[src/rtl/cpu_sequencer.sv]
`default_nettype none
// ============================================================================
// Module      : cpu_sequencer
// Description : T-state sequencer for the 8-bit computer. Issues one control
//               state per clock from a (step, opcode-class) table, with stall,
//               sticky halt, an instruction-done strobe and an optional early
//               end of instruction (macro SEQ_EARLY_END_EN).
// Revision    : 1.0 - initial release
// ============================================================================
module cpu_sequencer #(
    parameter int INSTR_W = 8,
    parameter int OPC_W   = 8,
    parameter int STATE_W = 8,
    parameter int MAX_T   = 8,
    parameter int CYC_W   = 4
) (
    input  logic               clk,
    input  logic               reset_n,
    input  logic [INSTR_W-1:0] instruction,
    input  logic               stall,
    output logic [STATE_W-1:0] state,
    output logic [CYC_W-1:0]   cycle,
    output logic [OPC_W-1:0]   opcode,
    output logic               halted,
    output logic               instr_done
);

    // Shared control-state encodings
    localparam logic [STATE_W-1:0] STATE_NEXT       = STATE_W'(8'h01);
    localparam logic [STATE_W-1:0] STATE_FETCH_PC   = STATE_W'(8'h02);
    localparam logic [STATE_W-1:0] STATE_FETCH_INST = STATE_W'(8'h03);
    localparam logic [STATE_W-1:0] STATE_HALT       = STATE_W'(8'h04);
    localparam logic [STATE_W-1:0] STATE_SET_REG    = STATE_W'(8'h05);
    localparam logic [STATE_W-1:0] STATE_MOV_FETCH  = STATE_W'(8'h06);
    localparam logic [STATE_W-1:0] STATE_MOV_LOAD   = STATE_W'(8'h07);
    localparam logic [STATE_W-1:0] STATE_MOV_STORE  = STATE_W'(8'h08);
    localparam logic [STATE_W-1:0] STATE_ALU_EXEC   = STATE_W'(8'h09);
    localparam logic [STATE_W-1:0] STATE_ALU_STORE  = STATE_W'(8'h0A);
    localparam logic [STATE_W-1:0] STATE_FETCH_SP   = STATE_W'(8'h0B);
    localparam logic [STATE_W-1:0] STATE_PC_STORE   = STATE_W'(8'h0C);
    localparam logic [STATE_W-1:0] STATE_TMP_JUMP   = STATE_W'(8'h0D);
    localparam logic [STATE_W-1:0] STATE_INC_SP     = STATE_W'(8'h0E);
    localparam logic [STATE_W-1:0] STATE_DEC_SP     = STATE_W'(8'h0F);
    localparam logic [STATE_W-1:0] STATE_REG_STORE  = STATE_W'(8'h10);
    localparam logic [STATE_W-1:0] STATE_IO_IN      = STATE_W'(8'h11);
    localparam logic [STATE_W-1:0] STATE_IO_OUT     = STATE_W'(8'h12);
    localparam logic [STATE_W-1:0] STATE_JUMP       = STATE_W'(8'h13);

    // Opcode classes (pattern-decoded classes plus pass-through opcodes)
    localparam logic [OPC_W-1:0] OP_HLT  = OPC_W'(8'h01);
    localparam logic [OPC_W-1:0] OP_CMP  = OPC_W'(8'h02);
    localparam logic [OPC_W-1:0] OP_OUT  = OPC_W'(8'h04);
    localparam logic [OPC_W-1:0] OP_IN   = OPC_W'(8'h05);
    localparam logic [OPC_W-1:0] OP_CALL = OPC_W'(8'h06);
    localparam logic [OPC_W-1:0] OP_RET  = OPC_W'(8'h07);
    localparam logic [OPC_W-1:0] OP_LDI  = OPC_W'(8'h10);
    localparam logic [OPC_W-1:0] OP_JMP  = OPC_W'(8'h18);
    localparam logic [OPC_W-1:0] OP_PUSH = OPC_W'(8'h20);
    localparam logic [OPC_W-1:0] OP_POP  = OPC_W'(8'h28);
    localparam logic [OPC_W-1:0] OP_MOV  = OPC_W'(8'h40);
    localparam logic [OPC_W-1:0] OP_ALU  = OPC_W'(8'h80);

    // Instruction-byte patterns; low bits carry register/operand fields
    localparam logic [7:0] PATTERN_LDI  = 8'b00010???;
    localparam logic [7:0] PATTERN_JMP  = 8'b00011???;
    localparam logic [7:0] PATTERN_PUSH = 8'b00100???;
    localparam logic [7:0] PATTERN_POP  = 8'b00101???;
    localparam logic [7:0] PATTERN_MOV  = 8'b01??????;
    localparam logic [7:0] PATTERN_ALU  = 8'b10??????;

    // Step indices, 0 = T1; kept 32-bit so small CYC_W never aliases steps
    localparam logic [31:0] T1 = 32'd0;
    localparam logic [31:0] T2 = 32'd1;
    localparam logic [31:0] T3 = 32'd2;
    localparam logic [31:0] T4 = 32'd3;
    localparam logic [31:0] T5 = 32'd4;
    localparam logic [31:0] T6 = 32'd5;
    localparam logic [31:0] T7 = 32'd6;

    // Common width wide enough for the instruction, the opcode and the 8-bit patterns
    localparam int WIDE = (INSTR_W > OPC_W) ? ((INSTR_W > 8) ? INSTR_W : 8)
                                            : ((OPC_W > 8) ? OPC_W : 8);

    logic [WIDE-1:0]    w_instr_wide;
    logic [31:0]        w_step;
    logic [OPC_W-1:0]   w_opcode;
    logic [STATE_W-1:0] w_state;
    logic               w_last;
    logic               w_end;
    logic               w_halt_now;

    logic [STATE_W-1:0] r_state;
    logic [CYC_W-1:0]   r_cycle;
    logic [OPC_W-1:0]   r_opcode;
    logic               r_halted;
    logic               r_instr_done;

    assign w_instr_wide = WIDE'(instruction);
    assign w_step       = 32'(r_cycle);

    // Opcode-class decode; unmatched instructions pass through resized
    always_comb begin
        w_opcode = w_instr_wide[OPC_W-1:0];
        casez (w_instr_wide[7:0])
            PATTERN_LDI:  w_opcode = OP_LDI;
            PATTERN_JMP:  w_opcode = OP_JMP;
            PATTERN_PUSH: w_opcode = OP_PUSH;
            PATTERN_POP:  w_opcode = OP_POP;
            PATTERN_MOV:  w_opcode = OP_MOV;
            PATTERN_ALU:  w_opcode = OP_ALU;
            default:      ;
        endcase
    end

    // Step table: fetch in T1/T2, per-class micro-ops in T3..T7, NEXT otherwise
    always_comb begin
        w_state = STATE_NEXT;
        if (w_step == T1) begin
            w_state = STATE_FETCH_PC;
        end else if (w_step == T2) begin
            w_state = STATE_FETCH_INST;
        end else if (w_step <= T7) begin
            case (w_opcode)
                OP_HLT: if (w_step == T3) w_state = STATE_HALT;
                OP_IN:  if (w_step == T3) w_state = STATE_IO_IN;
                OP_OUT: if (w_step == T3) w_state = STATE_IO_OUT;
                OP_MOV: case (w_step)
                    T3:      w_state = STATE_MOV_FETCH;
                    T4:      w_state = STATE_MOV_LOAD;
                    T5:      w_state = STATE_MOV_STORE;
                    default: ;
                endcase
                OP_ALU, OP_CMP: case (w_step)
                    T3:      w_state = STATE_ALU_EXEC;
                    T4:      w_state = STATE_ALU_STORE;
                    default: ;
                endcase
                OP_RET: case (w_step)
                    T3:      w_state = STATE_INC_SP;
                    T4:      w_state = STATE_FETCH_SP;
                    T5:      w_state = STATE_TMP_JUMP;
                    default: ;
                endcase
                OP_POP: case (w_step)
                    T3:      w_state = STATE_INC_SP;
                    T4:      w_state = STATE_FETCH_SP;
                    T5:      w_state = STATE_SET_REG;
                    default: ;
                endcase
                OP_PUSH: case (w_step)
                    T3:      w_state = STATE_FETCH_SP;
                    T4:      w_state = STATE_REG_STORE;
                    T5:      w_state = STATE_DEC_SP;
                    default: ;
                endcase
                OP_CALL: case (w_step)
                    T3:      w_state = STATE_FETCH_PC;
                    T4:      w_state = STATE_SET_REG;
                    T5:      w_state = STATE_FETCH_SP;
                    T6:      w_state = STATE_PC_STORE;
                    T7:      w_state = STATE_TMP_JUMP;
                    default: ;
                endcase
                OP_LDI: case (w_step)
                    T3:      w_state = STATE_FETCH_PC;
                    T4:      w_state = STATE_SET_REG;
                    default: ;
                endcase
                OP_JMP: case (w_step)
                    T3:      w_state = STATE_FETCH_PC;
                    T4:      w_state = STATE_JUMP;
                    default: ;
                endcase
                default: ;
            endcase
        end
    end

    assign w_last     = (r_cycle == CYC_W'(MAX_T - 1));
    assign w_halt_now = (w_state == STATE_HALT);

`ifdef SEQ_EARLY_END_EN
    // An idle slot from T3 onward closes the instruction immediately
    assign w_end = w_last || ((w_step >= T3) && (w_state == STATE_NEXT));
`else
    // Every instruction runs the full MAX_T steps
    assign w_end = w_last;
`endif

    // Step counter, registered outputs, sticky halt and done strobe
    always_ff @(posedge clk or negedge reset_n) begin
        if (!reset_n) begin
            r_state      <= '0;
            r_cycle      <= '0;
            r_opcode     <= '0;
            r_halted     <= 1'b0;
            r_instr_done <= 1'b0;
        end else if (!r_halted) begin
            if (stall) begin
                r_instr_done <= 1'b0;
            end else begin
                r_state      <= w_state;
                r_opcode     <= w_opcode;
                r_cycle      <= w_end ? '0 : (r_cycle + CYC_W'(1));
                r_instr_done <= w_end && !w_halt_now;
                if (w_halt_now) begin
                    r_halted <= 1'b1;
                end
            end
        end
    end

    assign state      = r_state;
    assign cycle      = r_cycle;
    assign opcode     = r_opcode;
    assign halted     = r_halted;
    assign instr_done = r_instr_done;

endmodule
`default_nettype wire

[config.mk]
export PLATFORM = sky130hd
export DESIGN_NAME = cpu_sequencer
export DESIGN_NICKNAME = d
export VERILOG_FILES = /design/src/rtl/cpu_sequencer.sv
export SDC_FILE = /design/constraint.sdc
export NUM_CORES = 1
export LEC_CHECK = 0
export BUFFER_PORTS_ARGS = -buffer_cell sky130_fd_sc_hd__buf_4
export CAP_MARGIN = 30
export CORE_MARGIN = 8
export CORE_UTILIZATION = 55
export CTS_CLUSTER_SIZE = 14
export DETAILED_ROUTE_END_ITERATION = 12
export PLACE_DENSITY = 0.89
export SYNTH_ARGS = -nofsm -noshare
export SYNTH_HDL_FRONTEND = slang
export SYNTH_SLANG_ARGS = --single-unit
[constraint.sdc]
create_clock -name clk -period 3.4 [get_ports clk]
set_input_delay 0.51 -clock clk [delete_from_list [all_inputs] [get_ports clk]]
set_output_delay 0.51 -clock clk [all_outputs]
set_load 0.005 [all_outputs]
==> impl_results.md, run 1 <==
* Most common cell after layout, fill and taps aside: nand2_1
* Final Skew at approximately 0.0017 ns
* CTS H-Tree Depth at 1
* Reg2Reg Depth at 9
* Core area at slightly above 0.003 mm^2
* Top area cells in the synthesized netlist: dfrtp_1, nand2_1, ha_1, o21ai_0, nor2_1
* Critical path cell sequence: buf_4 > inv_1 > ha_1 > nor3b_4 > nand3_2 > or4_1 > o221ai_2 > nor4_1 > nor4_2 > a41o_1
* Initial DRC Count at between 100 and 150
* Reg2reg end: halted
* Area growth syn-to-layout at 9.45%
* Clk sinks at 19
* Detailed Routing Iterations Pass 1 at 5
* Fillers at 284
* FP Rows at 20
* Hold Path Class: input port to asynchronous set/reset pin
* Post-cts resize count at 0
* CP Max Fanout at 16
* Reg2reg start: cycle[0]
* Gr usage total at between 15 and 20%
* Mean routed wirelength per cell at around 16 um
* Post-synth EDFFs at 0
* Maximum Capacitance Violations at 0
* CP max stage delay at about 0.53 ns
* Outcome: complete, no violations
* CP arrival at approximately 3 ns
* Gpl congestion at about 1
* Sw Share at a little under half
* Clk Latency, worst-skew pair at around 0.32 ns
* Seq/Total Area, Yosys at a little over a quarter
* Initial antenna violation count at 0
* Avg Inst Size Synth at around 8 um^2
* CP max stage cell: ha_1
* Hpwl dp at between 3000 and 4000 um
* Final min period at roughly 2.7 ns
* Global-route wire length before repair at 7590 um
* Crit. Startpoint: instruction[6]
* Root Driver: clkbuf_4
* Cell area power density at around 500 mW/mm^2
* Static Leakage at 0.839 nW
* CP startpoint kind: input port
* Clock Tree Buf Depth at 2
* #FFs+latches synth at 19
* Clock Power Share at about an eighth
* Num CTS Buffers at 3
* Setup TNS at 0 ns
* CP endpoint: halted
* Most frequent cells in the layout: nand2_1, buf_4, nor2_1
* Reg2reg setup slack at around 1.1 ns
* Final Hold Vio Count at 0
* Flop pwr share at a little over a third
* DRC violations left at 0
* Gr ovfl total at 0
* Via/cell ratio at around 6.2
* Final Cycle Share at between 70% and 80%
* Largest net degree at the start of global routing at 20
* Pwr Total at between 0.9 and 1 mW
* Layout cells sized above 1 at 21.2%
* Post-synthesis async set-or-reset flop share at 100%
* Routed Wire Length at roughly 4600 um
* Total Nets Final at 256
* Diodes inserted at 0
* Synth cell types at around 70
* CTS tree: done
* Die ar. at ~0.0053 mm^2
* Primary flip-flop cell chosen by synthesis mapping: dfrtp_1
* Die Y-Extent at 73.0 um
* Post-Place Cell Area at around 0.0019 mm^2
* Critical path class: input port to register
* Worst relative slew slack at 44.1%
* I/O pin count at 33
* Hold Buf Count CTS at 0
* Synth Instances at 221
* Pint at between 0.5 and 0.6 mW
* Final Util at between 60% and 70%
* Worst Tran Pin Value at ~0.84 ns
* FMAX at about 370 MHz
* Setup violations, final at 0
* Combinational power share at 51.1%
* Worst setup EP type: register
* Yosys top cell by area: dfrtp_1
* Number of global-route vias before repair at ~1600
* Post-route cell area at 0.00196 mm^2
* P_sw at 0.439 mW
* VDD IR-drop max at approximately 0.33 mV
* Post-CTS Setup Inserts at 0
* Mapped cell area at about 0.0018 mm^2
* RSZ-0062 raised after global routing: no
* Vias at 1736
* Worst-path clk slew at 0.12 ns
* Initial Util at 58.0%
* Port Buffers at 29
* Worst Path Required at ~3.7 ns
* Area share of the largest cell type after synthesis at a little over a quarter
* Slew Viols, Final at 0
* Die Wd at 73.0 um
* Syn. warnings at 0
* Post-route ant nets at 0
## per-layer routing
metal	GRT usage (%)	wire length, um
met5	0	0
met4	10.4	144
met3	4.95	441
met2	26.5	2090
met1	22.4	1920
## worst min path at each step
stage	from	endpoint	slack, ns
after floorplan	reset_n	cycle[0]	0.21
after global placement	reset_n	cycle[2]	0.40
after detailed placement	reset_n	cycle[2]	0.41
after CTS	reset_n	cycle[2]	0.06
after global routing	reset_n	cycle[2]	0.05
final	reset_n	opcode[6]	0.05
## synth_stat cells, types with 3 or more instances
cell type  number
nor2b_1         4
nor2_1         21
buf_6           3
nor3b_1         3
nor3_1          8
nand2_1        33
clkbuf_1        8
o21bai_1        3
a21oi_1         7
buf_4           4
o31ai_1         3
dfrtp_1        19
ha_1            8
o21a_1          3
nand4_1         3
o21ai_0        20
a31oi_1         3
inv_1           8
## registers in the layout, indices dropped and copies added (netlist names)
name / cells
instr_done: 1
halted: 1
cycle: 4
opcode: 8
state: 5
## per-stage QoR
step / setup WS (ns) / hold WS [ns] / instances
final: 0.728 / 0.0487 / 280
after global routing: 0.563 / 0.0526 / 280
after CTS: 0.761 / 0.0597 / 280
after detailed placement: 0.444 / 0.406 / 276
after global placement: 0.479 / 0.402 / 276
after floorplan: 0.819 / 0.214 / 223
## worst max-delay path, delay by kind of cell
kind / cells / cell delay, ns
simple gates: 5 / 1.39
fa+ha+maj: 1 / 0.53
compound gates: 2 / 0.27
buf+inv: 2 / 0.22
## cell type report
class	instances	area (um^2)	area share, %
clock inverter	1	5.00	0.256
timing repair buffer	29	218	11.1
sequential	19	475	24.3
clock buffer	3	22.5	1.15
tap	44	55.1	2.82
inverter	8	30.0	1.54
multi-input combinational	176	1150	58.8
## power groups by stage
stage / clock [mW] / sequential (mW) / combinational (mW)
global route: 0.134 / 0.362 / 0.551
global placement: 0 / 0.350 / 0.494
floorplan: 0 / 0.325 / 0.361
finish: 0.124 / 0.351 / 0.497
detailed placement: 0 / 0.355 / 0.495
CTS: 0.125 / 0.350 / 0.497
## cell families after synthesis
logic type | synth area share, %
AOI/OAI and AO/OA | 26.7
xor gates and xnor gates | 1.89
adders and majority gates | 5.60
buffers and inverters | 9.45
DFF | 26.6
muxes | 0.560
other | 0.210
and+or+nand+nor | 29.0
No activity file was read; power rests on OpenSTA's default activity.
==> inputs of run 2 (changes only) <==
==> constraint.sdc (replaced) <==
create_clock -name clk -period 2.54 [get_ports clk]
set_input_delay 0.381 -clock clk [delete_from_list [all_inputs] [get_ports clk]]
set_output_delay 0.381 -clock clk [all_outputs]
set_load 0.005 [all_outputs]
==> impl_results.md, run 2 (synthesis results as in run 1) <==
* Pwr Total at 1.38 mW (+42%)
* CP dominant cell by count: buf_4
* Die Y-Extent at 73.0 um (unchanged)
* Port Buffers at 29 (unchanged)
* Final Util at 69.0% (+5.4 points)
* I/O pin count at 33 (unchanged)
* Static Leakage at 0.946 nW (+13%)
* Gr usage total at 19.6% (+1.8 points)
* RSZ-0062 raised after global routing: no
* Largest register FFs at 8 (unchanged)
* Gpl congestion at 1.00 (+0.63%)
* Non-Filler Instances at 302 (+7.9%)
* Outcome: complete, no violations
* Most common cell after layout, fill and taps aside: buf_4
* Detailed Routing Iterations Pass 1 at 4 (-1)
* CTS H-Tree Depth at 1 (unchanged)
* Hpwl dp at 3870 um (+11%)
* Initial DRC Count at 136 (-7.5%)
* Worst-path clk slew at 0.10 ns (-0.02 ns)
* Most frequent cells in the layout: buf_4, nand2_1, nor2_1
* Hold slack at 0.372 ns (+0.323 ns)
* Post-cts resize count at 0 (unchanged)
* Critical path cell sequence: buf_4 > inv_1 > ha_1 > or4_4 > nor3b_4 > buf_4 > a31oi_1 > o32ai_1 > o31ai_1 > a21oi_1 > o22a_1
* Top Metal Used: met4
* Total Nets Final at 278 (+8.6%)
* Slew Viols, Final at 0 (unchanged)
* Num CTS Buffers at 3 (unchanged)
* Global-route wire length before repair at 8430 um (+11%)
* CP startpoint kind: input port
* Post-Place Cells at 297 (+7.6%)
* Met3 wire len at 444 um (+0.68%)
* Number of global-route vias before repair at 1785 (+11%)
* Area growth syn-to-layout at 18.8%
* Post-CTS Setup Inserts at 0 (unchanged)
* Vias at 1806 (+4.0%)
* FP Rows at 20 (unchanged)
* CTS tree: done
* Clk sinks at 19 (unchanged)
* Final min period at 2.28 ns
* FMAX at 439 MHz
* Hold Crit Start: instruction[2]
* Worst Tran Pin Value at 0.556 ns (-0.279 ns)
* CP max stage cell: or4_4
* Hold path cells at 3
* Reg2reg end: halted
* Buf/Inv on CP at 3 (+1)
* CP delay by family, top: compound AO/OA/AOI/OAI gates
* Worst Path Required at 2.79 ns (-0.87 ns)
* Reg2reg start: cycle[1]
* Die Wd at 73.0 um (unchanged)
* Worst setup slack after layout at 0.261 ns (-0.468 ns)
* Place WS at 0.00405 ns (-0.440 ns)
* Hold Path Class: input port to register
* Cell area power density at 650 mW/mm^2 (+31%)
* CP Max Fanout at 5 (-11)
* Worst setup EP type: register
* Gr ovfl total at 0 (unchanged)
* Initial antenna violation count at 0 (unchanged)
* Via/cell ratio at 5.98 (-3.5%)
* VDD IR-drop max at 0.483 mV (+47%)
* CP max stage delay at 0.51 ns (-0.02 ns)
* Initial Util at 58.0% (unchanged)
* Maximum Capacitance Violations at 0 (unchanged)
* Routed Wire Length at 4980 um (+8.2%)
* Reg2Reg Depth at 10 (+1)
* CP arrival at 2.53 ns (-0.41 ns)
* Die ar. at 0.00533 mm^2 (unchanged)
* Final Hold Vio Count at 0 (unchanged)
* Diodes inserted at 0 (unchanged)
* Reg2reg setup slack at 0.28 ns (-0.82 ns)
* DR WL met2 at 2250 um (+7.4%)
* Met1 WL at 2190 um (+14%)
* Clk Latency, worst-skew pair at 0.32 ns (about the same)
* Layout cells sized above 1 at 27.5% (+6.3 points)
* Worst relative slew slack at 62.6% (+19 points)
* Final Cycle Share at roughly nine tenths
* Setup violations, final at 0 (unchanged)
* DRC violations left at 0 (unchanged)
* Critical path class: input port to register
* Final Skew at 0.0165 ns (+0.0148 ns)
* Post-route ant nets at 0 (unchanged)
* Setup TNS at 0 ns (unchanged)
* Clock Tree Buf Depth at 2 (unchanged)
* Mean routed wirelength per cell at 16.5 um (+0.35%)
* Core area at 0.00308 mm^2 (unchanged)
* Post-Place Cell Area at 0.00209 mm^2 (+8.2%)
* WHS Endpoint: opcode[2]
* Post-route cell area at 0.00212 mm^2 (+8.6%)
* Root Driver: clkbuf_4
* Largest net degree at the start of global routing at 20 (unchanged)
-- run 2: worst register-to-register path, delay by kind of cell, from the launching register on --
kind	cells	cell delay, ns
flip-flops	1	0.46
buffers and inverters	2	0.27
adder cells (fa/ha/maj)	1	0.21
AND/OR/NAND/NOR	2	0.50
AO/OA/AOI/OAI	5	0.76
-- run 2: cell type report --
cell class / instances / area [um^2]
Multi-Input combinational cell: 176 / 1150
Fill cell: 268 / 955
Sequential cell: 19 / 475
Timing Repair Buffer: 51 / 385
Tap cell: 44 / 55.1
Inverter: 8 / 30.0
Clock buffer: 3 / 22.5
Clock inverter: 1 / 5.00
-- run 2: metal layers --
| layer | global-route usage (%) | up-vias |
|---|---|---|
| li1 | - | 876 |
| met1 | 25.5 | 830 |
| met2 | 31.8 | 87 |
| met3 | 3.30 | 13 |
| met4 | 6.67 | 0 |
| met5 | 0 | - |
-- run 2: worst max path at each step --
stage	from	to	slack [ns]	cells past startpoint
2_1_floorplan	instruction[6]	halted	0.09	10
3_3_place_gp	instruction[6]	halted	0.04	11
3_5_place_dp	instruction[6]	halted	0.004	11
4_1_cts	cycle[1]	halted	0.34	10
5_1_grt	cycle[1]	halted	0.09	9
6_report	instruction[6]	state[1]	0.26	11
-- run 2: report_power, final --
| group | switching (mW) | total, mW | internal [mW] | leakage [nW] |
|---|---|---|---|---|
| clock network | 0.102 | 0.161 | 0.0591 | 0.0177 |
| logic | 0.435 | 0.779 | 0.343 | 0.686 |
| registers | 0.0705 | 0.440 | 0.370 | 0.243 |
-- run 2: timing repair --
action                                  4_1_cts  5_1_grt
endpoints found under the setup margin        0        0
hold buffers                                  1        0
endpoints found under the hold margin        19        0
